==> src/rtl/bp_resolve_queue.sv <==
// bp_resolve_queue
//   In-order queue of next-PC predictions made at fetch. Each resolve from
//   execute pops the oldest entry, compares the predicted and actual next PC,
//   and drives the predictor training interface one cycle later. A wrong
//   prediction flushes every younger (wrong-path) entry and requests a fetch
//   redirect.
// Ports
//   clk, rst              clock, synchronous active-high reset
//   enq_*                 prediction capture from fetch (enq_ready = !full)
//   res_*                 resolution of the oldest instruction from execute
//   update_en .. mis_pdc  registered predictor training outputs
//   redirect_valid/pc     one-cycle fetch restart request
//   count                 current occupancy
module bp_resolve_queue #(
  parameter  int DEPTH      = 8,
  parameter  int ADDR_WIDTH = 30,
  parameter  int gh_width   = 14,
  localparam int AW         = $clog2(DEPTH),
  localparam int PW         = AW + 1
) (
  input  logic                  clk,
  input  logic                  rst,
  input  logic                  enq_valid,
  output logic                  enq_ready,
  input  logic [ADDR_WIDTH-1:0] enq_npc_pdc,
  input  logic [2:0]            enq_kind,
  input  logic                  enq_choice_btb_ras,
  input  logic [1:0]            enq_choice_pdch,
  input  logic [gh_width-1:0]   enq_pc_hashed,
  input  logic [gh_width-1:0]   enq_pc_bh_hashed,
  input  logic                  res_valid,
  input  logic [ADDR_WIDTH-1:0] res_npc_real,
  input  logic [2:0]            res_kind,
  input  logic [ADDR_WIDTH-1:0] res_ret_pc,
  output logic                  update_en,
  output logic [ADDR_WIDTH-1:0] npc_ex,
  output logic [gh_width-1:0]   pc_ex_hashed,
  output logic [gh_width-1:0]   pc_ex_bh_hashed,
  output logic [2:0]            kind_ex,
  output logic                  choice_real,
  output logic [1:0]            choice_pdch_ex,
  output logic [ADDR_WIDTH-1:0] ret_pc_ex,
  output logic                  mis_pdc,
  output logic                  redirect_valid,
  output logic [ADDR_WIDTH-1:0] redirect_pc,
  output logic [PW-1:0]         count
);

  typedef struct packed {
    logic [ADDR_WIDTH-1:0] npc_pdc;
    logic                  choice_btb_ras;
    logic [1:0]            choice_pdch;
    logic [gh_width-1:0]   pc_hashed;
    logic [gh_width-1:0]   pc_bh_hashed;
  } entry_t;

  entry_t        mem [DEPTH];
  entry_t        head_e;
  logic [PW-1:0] head, tail, head_nxt;
  logic          empty, full, pop, mis, push;

  // Training uses the kind resolved in execute, so the predicted kind is
  // not kept.
  logic unused_kind;
  assign unused_kind = ^enq_kind;

  assign empty     = (head == tail);
  assign full      = (head[AW-1:0] == tail[AW-1:0]) && (head[AW] != tail[AW]);
  assign count     = tail - head;
  assign enq_ready = !full;

  assign head_e   = mem[head[AW-1:0]];
  assign head_nxt = head + PW'(1);
  assign pop      = res_valid && !empty;
  assign mis      = pop && (head_e.npc_pdc != res_npc_real);
  // A mispredict makes any same-cycle fetch wrong-path, so it is dropped.
  assign push     = enq_valid && !full && !mis;

  // Contents need no reset: only slots between head and tail are ever read.
  always_ff @(posedge clk) begin
    if (push) mem[tail[AW-1:0]] <= '{enq_npc_pdc, enq_choice_btb_ras,
                                     enq_choice_pdch, enq_pc_hashed,
                                     enq_pc_bh_hashed};
  end

  always_ff @(posedge clk) begin
    if (rst) begin
      head            <= '0;
      tail            <= '0;
      update_en       <= 1'b0;
      mis_pdc         <= 1'b0;
      redirect_valid  <= 1'b0;
      npc_ex          <= '0;
      pc_ex_hashed    <= '0;
      pc_ex_bh_hashed <= '0;
      kind_ex         <= '0;
      choice_real     <= 1'b0;
      choice_pdch_ex  <= '0;
      ret_pc_ex       <= '0;
      redirect_pc     <= '0;
    end else begin
      if (pop) head <= head_nxt;
      // Flush: everything younger than the popped entry is wrong-path.
      if (mis)       tail <= head_nxt;
      else if (push) tail <= tail + PW'(1);

      update_en      <= pop;
      mis_pdc        <= mis;
      redirect_valid <= mis;
      if (pop) begin
        npc_ex          <= res_npc_real;
        pc_ex_hashed    <= head_e.pc_hashed;
        pc_ex_bh_hashed <= head_e.pc_bh_hashed;
        kind_ex         <= res_kind;
        // A wrong RET target means the other selector would have been right.
        choice_real     <= head_e.choice_btb_ras ^ mis;
        choice_pdch_ex  <= head_e.choice_pdch;
        ret_pc_ex       <= res_ret_pc;
      end
      if (mis) redirect_pc <= res_npc_real;
    end
  end

endmodule

==> config.mk <==
export PLATFORM = sky130hd
export DESIGN_NAME = bp_resolve_queue
export DESIGN_NICKNAME = d
export VERILOG_FILES = /design/src/rtl/bp_resolve_queue.sv
export SDC_FILE = /design/constraint.sdc
export NUM_CORES = 1
export LEC_CHECK = 0
export CAP_MARGIN = 20
export CORE_ASPECT_RATIO = 2
export CORE_MARGIN = 2
export CORE_UTILIZATION = 50
export CTS_BUF_LIST = sky130_fd_sc_hd__clkbuf_4
export DETAILED_ROUTE_END_ITERATION = 10
export GPL_TIMING_DRIVEN = 0
export HOLD_SLACK_MARGIN = 0.15
export PLACE_DENSITY_LB_ADDON = 0.08
export SETUP_SLACK_MARGIN = 0.2
export SLEW_MARGIN = 20
export SYNTH_ARGS = -nofsm -noshare
export SYNTH_HDL_FRONTEND = slang
export SYNTH_SLANG_ARGS = --single-unit
==> constraint.sdc <==
create_clock -name clk -period 22 [get_ports clk]
set_input_delay 4.4 -clock clk [delete_from_list [all_inputs] [get_ports clk]]
set_output_delay 4.4 -clock clk [all_outputs]
set_load 0.1 [all_outputs]
==> run summary, run 1 <==
The number of cells upsized or downsized after cts is 0. Routability-driven placement finished with a final weighted congestion of 0.8124. The fraction of met3 tracks used by global routing is 5.699%. After filler insertion, the fill cell instance count of the layout stands at 3,628.

The net count of the mapped netlist is 1,544. Clock tree synthesis found a total of 625 sinks. In this run the horizontal extent of the chip is 158.2 um. The global routing's busiest layer is met2. The clock arrives with 0.04670 ns of skew. STA classifies the critical path startpoint as an input port. The number of nets with antenna violations after routing is 0. The register area share after synthesis is 73.14%. The count of final setup violators came out at 0. The per-instance average area after synthesis is 16.91 um^2. The standard cell core area is 0.04722 mm^2. The final-stage net count came out at 2,043. The top fanout value on the critical path is 10. The highest achievable clock rate came out at 122.7 MHz. The path class of the tightest hold or removal check is reg2reg. The root buffer selected by CTS is sky130_fd_sc_hd__clkbuf_4. The number of iterations in the first detailed-routing pass came out at 5. The kind of end point of the critical path is a flop. Synthesis handed over a netlist of 1,407 instances. The largest total area in the synthesized netlist belongs to sky130_fd_sc_hd__edfxtp_1. The number of max-slew violations in the final report was 0. The final routed DRC violation total is 0. The critical setup path kind is in2reg.

The most used flip-flop cell after synthesis is sky130_fd_sc_hd__edfxtp_1. The clock-pin slew of the registers on the worst-case setup and hold paths came out at 0.07 ns. The run finished with clean final reports.

The number of synthesized register bits came out at 625. The first global-routing pass estimated 90,180 um of wire. The number of warnings printed during yosys synthesis came out at 0. The starting utilization of the core area came out at 50.37%. The area added between synthesis and finish came out at 24.79%.

The required time at the endpoint of the critical path came out at 22.56 ns. The shortest clock period the worst path allows after layout is 8.149 ns. The H-tree was split into 4 levels.

The CTS tree is built. After clock tree synthesis, the flow added hold-fix buffers numbering 0. The delay contributed by the slowest stage of the critical path came out at 0.67 ns.

The number of different library cells in the post-synthesis netlist came out at 40. The area of combinational cells with multiple inputs came out at 0.006001 mm^2. The ratio of total power to cell area came out at 134.0 mW/mm^2. The share of synthesized area in the top cell type comes to 61.61%. The ratio of routed vias to standard cells came out at 5.506. The clock reaches the later pin of the worst-skew pair after 0.88 ns. Setup repair after global routing left no endpoint under its margin.

The die covers 0.04944 mm^2. The average wire per cell in the routed design came out at 23.05 um. The number of input and output port buffers inserted came out at 258. The slew at the pin closest to its max-slew limit came out at 1.056 ns. After clock tree synthesis, the setup repair step added 0 buffers. The total half-perimeter wirelength after legalization and detailed placement came out at 43,740 um.

Across the whole layout, storage elements account for 0.01740 mm^2. The library cell appearing most often on the critical path is sky130_fd_sc_hd__buf_4. The fraction of final layout cells sized beyond drive strength 1 is 21.97%. At the worst endpoint, the arrival time is 8.71 ns. The final worst hold slack came out at 0.4556 ns. The number of antenna violations at the first check in global routing is 4.

The number of buffers created by CTS came out at 140. The static leakage power came out at 9.877 nW. The count of boundary I/O pins came out at 263.

After synthesis, the cell types taking the most area are sky130_fd_sc_hd__edfxtp_1 (62%), sky130_fd_sc_hd__dfxtp_1 (12%), sky130_fd_sc_hd__mux4_2 (8.9%), sky130_fd_sc_hd__mux2i_1 (4.3%), sky130_fd_sc_hd__nand2_1 (2.1%). The post-route clock period utilization came out at 37.04%. The pin count of the biggest net entering global routing came out at 20. The relative max-transition margin is 29.39%. The die span in y is 312.5 um. The standard-cell row count is 113. The largest individual stage delay along the critical path comes from the cell sky130_fd_sc_hd__clkdlybuf4s50_1.

The met1 demand-to-capacity share in global routing came out at 32.28%. The synthesized cell area came out at 0.02379 mm^2. The total length of routed wires came out at 60,980 um. The longest clock path from root to sink contains 3 buffers. IR analysis of the VDD net gives a maximum drop of 0.09269 mV. The final hold violation count came out at 0. The via count of the first global-routing pass is 15,080.

The signal on the critical path passes through clkdlybuf4s50_1 > xor2_1 > nand4_1 > nor4_2 > nand4_2 > and2_1 > buf_6 > clkbuf_1 > nor3_2 > buf_4 > buf_6 > buf_4 > buf_6 > buf_4 > buf_4. After the first detailed-routing iteration, the DRC count stood at 946. In the final timing run, aggregate negative setup slack is 0 ns.

The number of vias after detailed routing is 14,564. For this run, the total global-route usage over all layers was measured as 25.02%. The synthesized design contains 488 enable-type register cells.

The total overflow left after global routing is 0. Global routing used 40.90% of the available met2 tracks. Max-cap violations in this run came to 0. Counting flops with an async set or reset pin after synthesis yields a share of 0%.
-- metal layers --
metal / vias up / wire [um]
li1: 6531 / -
met1: 7251 / 24210
met2: 640 / 30310
met3: 136 / 4492
met4: 6 / 1921
met5: - / 43
-- per-stage QoR --
stage / total power, mW / worst slack [ns] / std cells / utilization, % / cell area (um^2)
6_report: 3.978 / 13.85 / 2645 / 62.86 / 29680
3_5_place_dp: 3.128 / 12.96 / 2394 / 59.06 / 27890
3_3_place_gp: 3.103 / 0.8619 / 2297 / 57.51 / 27160
4_1_cts: 4.012 / 13.88 / 2642 / 62.81 / 29660
5_1_grt: 4.160 / 13.71 / 2645 / 62.86 / 29680
2_1_floorplan: 2.670 / 9.605 / 1407 / - / 23790
-- power by group --
group	internal (mW)	switching, mW	total [mW]	leakage (nW)
Combinational	0.445	1.12	1.56	3.28
Clock	0.451	0.431	0.882	1.05
Sequential	1.46	0.0724	1.53	5.54
Total	2.35	1.62	3.98	9.88
-- final cells by class --
| type | instances | share of cell area [%] |
|---|---|---|
| repair buffers | 357 | 11.06 |
| well taps | 632 | 2.664 |
| clock inverters | 44 | 0.8051 |
| flip-flops and latches | 625 | 58.61 |
| clock buffers | 204 | 5.159 |
| plain buffers | 91 | 1.387 |
| multi-input cells | 684 | 20.22 |
| inverters | 7 | 0.08852 |
| diodes | 1 | 0.008430 |
-- state kept, by name, summed over array words and instances, names as in the netlist, 3 cells and up, named ones only --
signal           count
kind_ex              3
redirect_pc         30
pc_ex_hashed        14
npc_ex              30
mem                488
head                 4
pc_ex_bh_hashed     14
ret_pc_ex           30
tail                 4
-- Yosys cell counts, drive strengths merged, types with 28 or more instances --
cell    instances
buf            32
nand2         132
clkbuf         59
edfxtp        488
o21ai          32
dfxtp         137
a211oi         33
xor2           28
nand2b         31
a21oi          75
nand4b         31
mux4           94
nor2           40
mux2i         103
-- cell families after synthesis --
family	after synthesis	synth area share, %
muxes	197	13.23
buffers and inverters	98	1.841
adders and majority gates	6	0.3472
AOI/OAI and AO/OA	175	4.466
DFF	625	73.14
xor gates and xnor gates	35	1.289
and+or+nand+nor	271	5.686
-- cells in the final DEF, fill, tap and decap left out, drive strengths merged, types with 6 or more instances in the layout --
| master | count |
|---|---|
| clkinv | 34 |
| xor2 | 28 |
| edfxtp | 488 |
| nor2b | 6 |
| a22o | 8 |
| mux4 | 94 |
| xnor2 | 7 |
| clkbuf | 263 |
| nor4 | 7 |
| a22oi | 12 |
| nand2b | 31 |
| mux2i | 103 |
| and3 | 6 |
| inv | 12 |
| a211oi | 33 |
| buf | 131 |
| nand2 | 132 |
| a221oi | 8 |
| nand4b | 31 |
| dfxtp | 137 |
| o21ai | 32 |
| nor2 | 40 |
| a21oi | 75 |
| clkdlybuf4s50 | 258 |
-- final timing paths --
| path | startpoint | endpoint | slack, ns | cells after the start |
|---|---|---|---|---|
| min reg2reg | npc_ex[16] | npc_ex[16] | 0.46 | 2 |
| max | res_npc_real[15] | mem[3][15] | 13.85 | 15 |
| min | npc_ex[16] | npc_ex[16] | 0.46 | 2 |
| max reg2reg | flop | mem[3][15] | 15.86 | 18 |
-- critical path, delay by kind of cell --
family,cells,cell delay [ns]
xor+xnor,1,0.18
buf+inv,9,2.33
simple gates,5,1.78
Power figures use the tool's default switching activity.
==> run 2, diff against run 1 <==
- clock period: 22 -> 8.4 ns (I/O delays scaled with it)
==> run summary, run 2 (synthesis gave the netlist of run 1 again) <==
The flow ran to the end, and the final reports show no timing, DRC or antenna violations. The kind of end point of the critical path is a flop. The worst setup path is launched from a flop. The overall die area came out at 0.04944 mm^2. The relative max-transition margin came out at 27.17%. The routed design has 60,030 um of wire. The library cells used most frequently in the layout, excluding fill and tap cells, are sky130_fd_sc_hd__edfxtp_1 (488), sky130_fd_sc_hd__clkdlybuf4s50_1 (258), sky130_fd_sc_hd__clkbuf_4 (198). The CTS tree is built. The combinational power share came out at 39.1%. The critical path's top delay family is buffers and inverters. Per report_power, the sequential group accounts for 38.4% of the total. The top fanout value on the critical path is 10. Setup repair after global routing left no endpoint under its margin. Buffers added to address setup during post-CTS repair amount to 0. The die width is 158.2 um. The flip-flop count of the largest register, all copies and words added came out at 488. The H-tree depth reported by CTS is 4. In the final design database the tool counted 2,027 nets. The clock net in this run drives a total of 625 sinks. Buffers placed on the I/O ports in this run total 258. The final routed DRC violation total came out at 0.

The required time at the endpoint of the critical path is 8.93 ns. The final critical path takes up 71.89% of the cycle. The critical path goes through buf_2 > buf_1 > mux4_2 > mux2i_1 > xor2_1 > nand4_1 > nor4_2 > nand4_2 > and2_1 > buf_6 > buf_6 > nor4_2 > buf_4 > buf_2 > buf_2 > buf_2. The internal portion of the total power is 6.219 mW. The post-route clock skew is 0.04113 ns. The number of nets with antenna violations after routing came out at 0. The final hold violation count came out at 0. The count of final setup violators came out at 0. The total half-perimeter wirelength after legalization and detailed placement came out at 43,250 um.

Clock latency on the worst-skew pair, taken at its later pin, is 0.85 ns. The number of violations reported at the end of detailed-routing iteration 0 came out at 1,166. Across every metal layer, demand over resource in global routing totals 24.76%. The routability congestion estimate from global placement is 0.8211. The number of max-slew violations in the final report came out at 0. The pin count of the biggest net entering global routing came out at 19. Gates resized during post-CTS repair numbered 0.

The floorplan has 113 rows. The clock-pin slew of the registers on the worst-case setup and hold paths is 0.07 ns. The shortest clock period the worst path allows after layout is 6.038 ns. The worst-case setup margin in the final layout came out at 2.362 ns. Leaving out fill and tap cells, the most frequent cell in the layout is sky130_fd_sc_hd__edfxtp_1. The clock passes through at most 3 buffers.

The number of buffers created by CTS is 135. The number of max-capacitance violations reported came out at 0. The arrival time reported for the critical path endpoint is 6.56 ns. The initial utilization of the core area, before any placement, comes to 50.37%. At the pin with the least slew margin, the transition time is 1.089 ns. The final standard cell area without fillers is 0.02967 mm^2. The ratio of routed vias to standard cells came out at 5.495. The hold buffer count at cts came out at 0. The number of buffer and inverter instances along the worst setup path is 8. The via count of the first global-routing pass came to 15,079. The delay contributed by the slowest stage of the critical path is 0.73 ns. The number of antenna violations at the first check in global routing came out at 4.

The floorplan step set the die height to 312.5 um. The area added between synthesis and finish is 24.75%. For this block, the via count after detailed routing is 14,452. The instance area after placement came out at 0.02787 mm^2. The average wire per cell in the routed design is 22.83 um. The switching share of power is 40.58%. The cell that appears most often on the critical path is sky130_fd_sc_hd__buf_2. The slowest stage of the critical path is the sky130_fd_sc_hd__nor4_2 cell. The sum of overflow across all layers after global routing came out at 0.

The sum of negative setup slack is 0 ns. The portion of total power attributed to the clock network is 22.5%. In this run the worst hold path is classified as reg2reg. The number of iterations in the first detailed-routing pass is 6. The fraction of final layout cells sized beyond drive strength 1 came out at 21.49%. The static leakage power is 9.844 nW.

The worst slack at placement is 2.144 ns. The critical path is of the reg2reg type. The switching power of the nets came out at 4.247 mW. The first-pass GRT wire length is 89,600 um. The worst-case IR drop observed on VDD is 0.2366 mV.

The count of boundary I/O pins is 263. The core region is 0.04722 mm^2. The root buffer cell chosen for the clock tree is sky130_fd_sc_hd__clkbuf_4. Dividing total power by cell area gives a power density of 352.7 mW/mm^2. The highest achievable clock rate is 165.6 MHz.
-- run 2: changes by cell type in the layout (fill, tap and decap cells not counted), moves of 2 or more --
cell / delta
sky130_fd_sc_hd__clkinv_1: -2
sky130_fd_sc_hd__clkbuf_4: -6
sky130_fd_sc_hd__bufinv_16: +3
sky130_fd_sc_hd__clkinvlp_4: -3
sky130_fd_sc_hd__clkinv_2: +5
sky130_fd_sc_hd__buf_4: -2
sky130_fd_sc_hd__buf_2: -10
-- run 2: worst paths after layout --
| path | slack (ns) | from | depth (start not counted) | to |
|---|---|---|---|---|
| max | 2.36 | flop | 16 | mem[6][11] |
| max reg2reg | 2.36 | flop | 16 | mem[6][11] |
| min reg2reg | 0.45 | ret_pc_ex[28] | 2 | ret_pc_ex[28] |
| min | 0.45 | ret_pc_ex[28] | 2 | ret_pc_ex[28] |
-- run 2: layout make-up --
| type | count | area [um^2] |
|---|---|---|
| Clock inverter | 45 | 311.5 |
| Inverter | 7 | 26.28 |
| Buffer | 91 | 412.9 |
| Antenna cell | 2 | 5.005 |
| Multi-Input combinational cell | 684 | 6010 |
| Tap cell | 632 | 790.8 |
| Clock buffer | 198 | 1486 |
| Timing Repair Buffer | 346 | 3234 |
| Sequential cell | 625 | 17400 |
| Fill cell | 3624 | 17550 |
-- run 2: power by group through the flow --
stage	clock, mW	combinational, mW	sequential (mW)
floorplan	0	1.51	5.48
global placement	0	3.90	4.12
detailed placement	0	4.10	4.08
CTS	2.42	4.11	4.02
global route	2.56	4.30	4.06
finish	2.36	4.09	4.02
-- run 2: layer usage --
| layer | track usage [%] | share of wire [%] | up-vias |
|---|---|---|---|
| li1 | - | - | 6523 |
| met1 | 32.02 | 39 | 7178 |
| met2 | 40.61 | 50 | 633 |
| met3 | 5.214 | 7.9 | 114 |
| met4 | 10.54 | 3.2 | 4 |
| met5 | 0 | 0.050 | - |
-- run 2: tightest hold or removal path: stages, from the launching register on --
cell                      delay, ns
sky130_fd_sc_hd__dfxtp_1       0.31
sky130_fd_sc_hd__nand2_1       0.05
sky130_fd_sc_hd__a21oi_1       0.05
-- run 2: stage by stage --
| step | power, mW | utilization, % | instances | hold slack (ns) |
|---|---|---|---|---|
| final | 10.47 | 62.84 | 2630 | 0.4542 |
| after global routing | 10.92 | 62.84 | 2630 | 0.4707 |
| after CTS | 10.55 | 62.82 | 2628 | 0.4559 |
| after detailed placement | 8.189 | 59.02 | 2385 | 0.4457 |
| after global placement | 8.019 | 57.53 | 2297 | 0.4415 |
| after floorplan | 6.995 | - | 1407 | 0.4933 |
==> run 3, diff against run 2 <==
- clock period: 8.4 -> 5.4 ns (I/O delays scaled with it)
==> run summary, run 3 (synthesis gave the netlist of run 1 again) <==
The run finished with clean final reports. The shortest clock period the worst path allows after layout came out at 4.946 ns. The number of buffers created by CTS is 133. The final-stage net count came out at 2,004. The required time at the endpoint of the critical path came out at 5.95 ns.

The total length of routed wires came out at 60,340 um. Setup violations remaining at the end of the flow were counted as 0. The slew at the pin closest to its max-slew limit came out at 1.087 ns. Across the routed clock network, the largest skew measured is 0.04292 ns. The die span in y is 312.5 um. The worst setup path is captured at a flop. The count of boundary I/O pins came out at 263.

The sum of overflow across all layers after global routing came out at 0. Clock-pin slew was measured on the worst setup and hold paths at 0.07 ns. The flip-flop count of the largest register, all copies and words added is 488. For this run, the detailed router's first-pass iteration total came to 5. TritonCTS built the clock tree. The highest achievable clock rate came out at 202.2 MHz. The first global-routing pass estimated 88,620 um of wire.

The clock latency on the worst-skew pair came out at 0.87 ns. Setup repair after global routing left no endpoint under its margin. The number of nets with antenna violations after routing came out at 0. The standard cell core area is 0.04722 mm^2. The area added between synthesis and finish is 25.70%.

The clock passes through at most 3 buffers. The minimum setup slack among reg-to-reg paths is 0.45 ns. The total half-perimeter wirelength after legalization and detailed placement is 42,800 um. In the layout the commonest cells are sky130_fd_sc_hd__edfxtp_1 (488), sky130_fd_sc_hd__clkdlybuf4s50_1 (258), sky130_fd_sc_hd__clkbuf_4 (202). The worst setup path is of the reg2reg kind. The relative max-transition margin is 27.30%. The static leakage power came out at 9.820 nW. The ratio of total power to cell area came out at 547.3 mW/mm^2. The final hold violation count came to 0. The standard-cell row count came out at 113. The post-layout total power came out at 16.36 mW. For this configuration, the core starts out at a cell density of 50.37%.

The path class of the tightest hold or removal check is reg2reg. The final worst hold slack came out at 0.4549 ns. The final routed DRC violation total came out at 0. At the end of routability-driven placement, the weighted congestion stood at 0.8332.

The via count of the first global-routing pass came out at 14,865. Fill cells in the final layout number 3,585. The top fanout value on the critical path is 11. The tree is rooted in a sky130_fd_sc_hd__clkbuf_4. The number of antenna violations at the first check in global routing came out at 6. The library cell used most frequently in the layout, excluding fill and tap cells, is sky130_fd_sc_hd__edfxtp_1.

The global-route usage over all layers came out at 24.67%. The pin count of the biggest net entering global routing is 19. The number of vias after detailed routing came out at 14,283. In this run, the number of DRC markers left after iteration 0 of detailed routing was 1,135.

The overall die area came out at 0.04944 mm^2. The clock sink count came out at 625. The number of max-capacitance violations reported is 0. The worst ir drop on vdd is 0.3383 mV. The number of max-slew violations in the final report was 0. The ratio of routed vias to standard cells came out at 5.477. The die is 158.2 um wide. The average wire per cell in the routed design is 23.14 um.

STA classifies the critical path startpoint as a flop. The arrival time reported for the critical path endpoint is 5.50 ns. The post-route clock period utilization came out at 91.59%. The number of input and output port buffers inserted came out at 258. The H-tree depth reported by CTS is 4. In the final layout, the share of cells above drive strength 1 is 20.84%.
[run 3: changes by cell type in the layout (fill, tap and decap cells not counted), sizes merged]
cell / before / now
buf: 119 / 98
clkbuf: 258 / 261
clkinv: 36 / 31
diode: 2 / 4
inv: 11 / 10
[run 3: area by class of cell]
class	count	area [um^2]	area share (%)
inverter	7	26.28	0.08788
tap	632	790.8	2.645
timing repair buffer	325	3378	11.30
clock buffer	201	1509	5.047
sequential	625	17400	58.19
multi-input combinational	684	6081	20.34
buffer	91	420.4	1.406
antenna	4	10.01	0.03348
clock inverter	39	286.5	0.9583
[run 3: worst paths after layout]
path                    from         end  cells past startpoint
setup / recovery        flop   mem[3][6]                     17
hold / removal    kind_ex[0]  kind_ex[0]                      2
setup reg to reg        flop   mem[3][6]                     17
hold reg to reg   kind_ex[0]  kind_ex[0]                      2
[run 3: where the power goes]
| part | total [mW] | switching, mW | internal (mW) | leakage (nW) |
|---|---|---|---|---|
| logic | 6.44 | 4.59 | 1.85 | 3.21 |
| registers | 6.26 | 0.315 | 5.94 | 5.54 |
| clock network | 3.67 | 1.73 | 1.95 | 1.07 |
| total | 16.4 | 6.63 | 9.73 | 9.82 |
[run 3: metrics by stage]
| step | setup WS (ns) | setup TNS (ns) | area [um^2] | util, % | std cells |
|---|---|---|---|---|---|
| after floorplan | -1.101 | -320.21 | 23840 | - | 1407 |
| after global placement | -6.459 | -2371.66 | 27220 | 57.63 | 2297 |
| after detailed placement | -0.6361 | -42.83 | 27960 | 59.21 | 2352 |
| after CTS | 0.2404 | 0 | 29790 | 63.09 | 2594 |
| after global routing | 0.2347 | 0 | 29900 | 63.31 | 2608 |
| final | 0.4543 | 0 | 29900 | 63.31 | 2608 |
[run 3: per-layer routing]
metal  track usage, %  up-vias  routed length [um]
met5                0        -                  34
met4            9.992        4                1702
met3            5.574      118                4857
met2            41.82      615               30960
met1            30.54     7087               22790
li1                 -     6459                   -
[run 3: what timing repair did]
action                     in CTS  in global routing
cloned                          0                  0
buffers inserted                2                  8
hold buffers                    0                  0
pin swaps                       2                  3
setup endpoints to repair     372                 39
resized for setup               5                  2
[run 3: critical path: stages (launching register included)]
cell	delay [ns]
sky130_fd_sc_hd__dfxtp_1	0.32
sky130_fd_sc_hd__buf_2	0.17
sky130_fd_sc_hd__buf_6	0.20
sky130_fd_sc_hd__buf_2	0.35
sky130_fd_sc_hd__buf_4	0.32
sky130_fd_sc_hd__mux2i_1	0.37
sky130_fd_sc_hd__xor2_1	0.27
sky130_fd_sc_hd__nand4_1	0.18
sky130_fd_sc_hd__nor4_4	0.37
sky130_fd_sc_hd__nand4_4	0.30
sky130_fd_sc_hd__and2_1	0.27
sky130_fd_sc_hd__buf_6	0.14
sky130_fd_sc_hd__clkbuf_1	0.34
sky130_fd_sc_hd__nor3_4	0.28
sky130_fd_sc_hd__buf_8	0.22
sky130_fd_sc_hd__buf_8	0.18
sky130_fd_sc_hd__buf_8	0.17
sky130_fd_sc_hd__buf_8	0.16
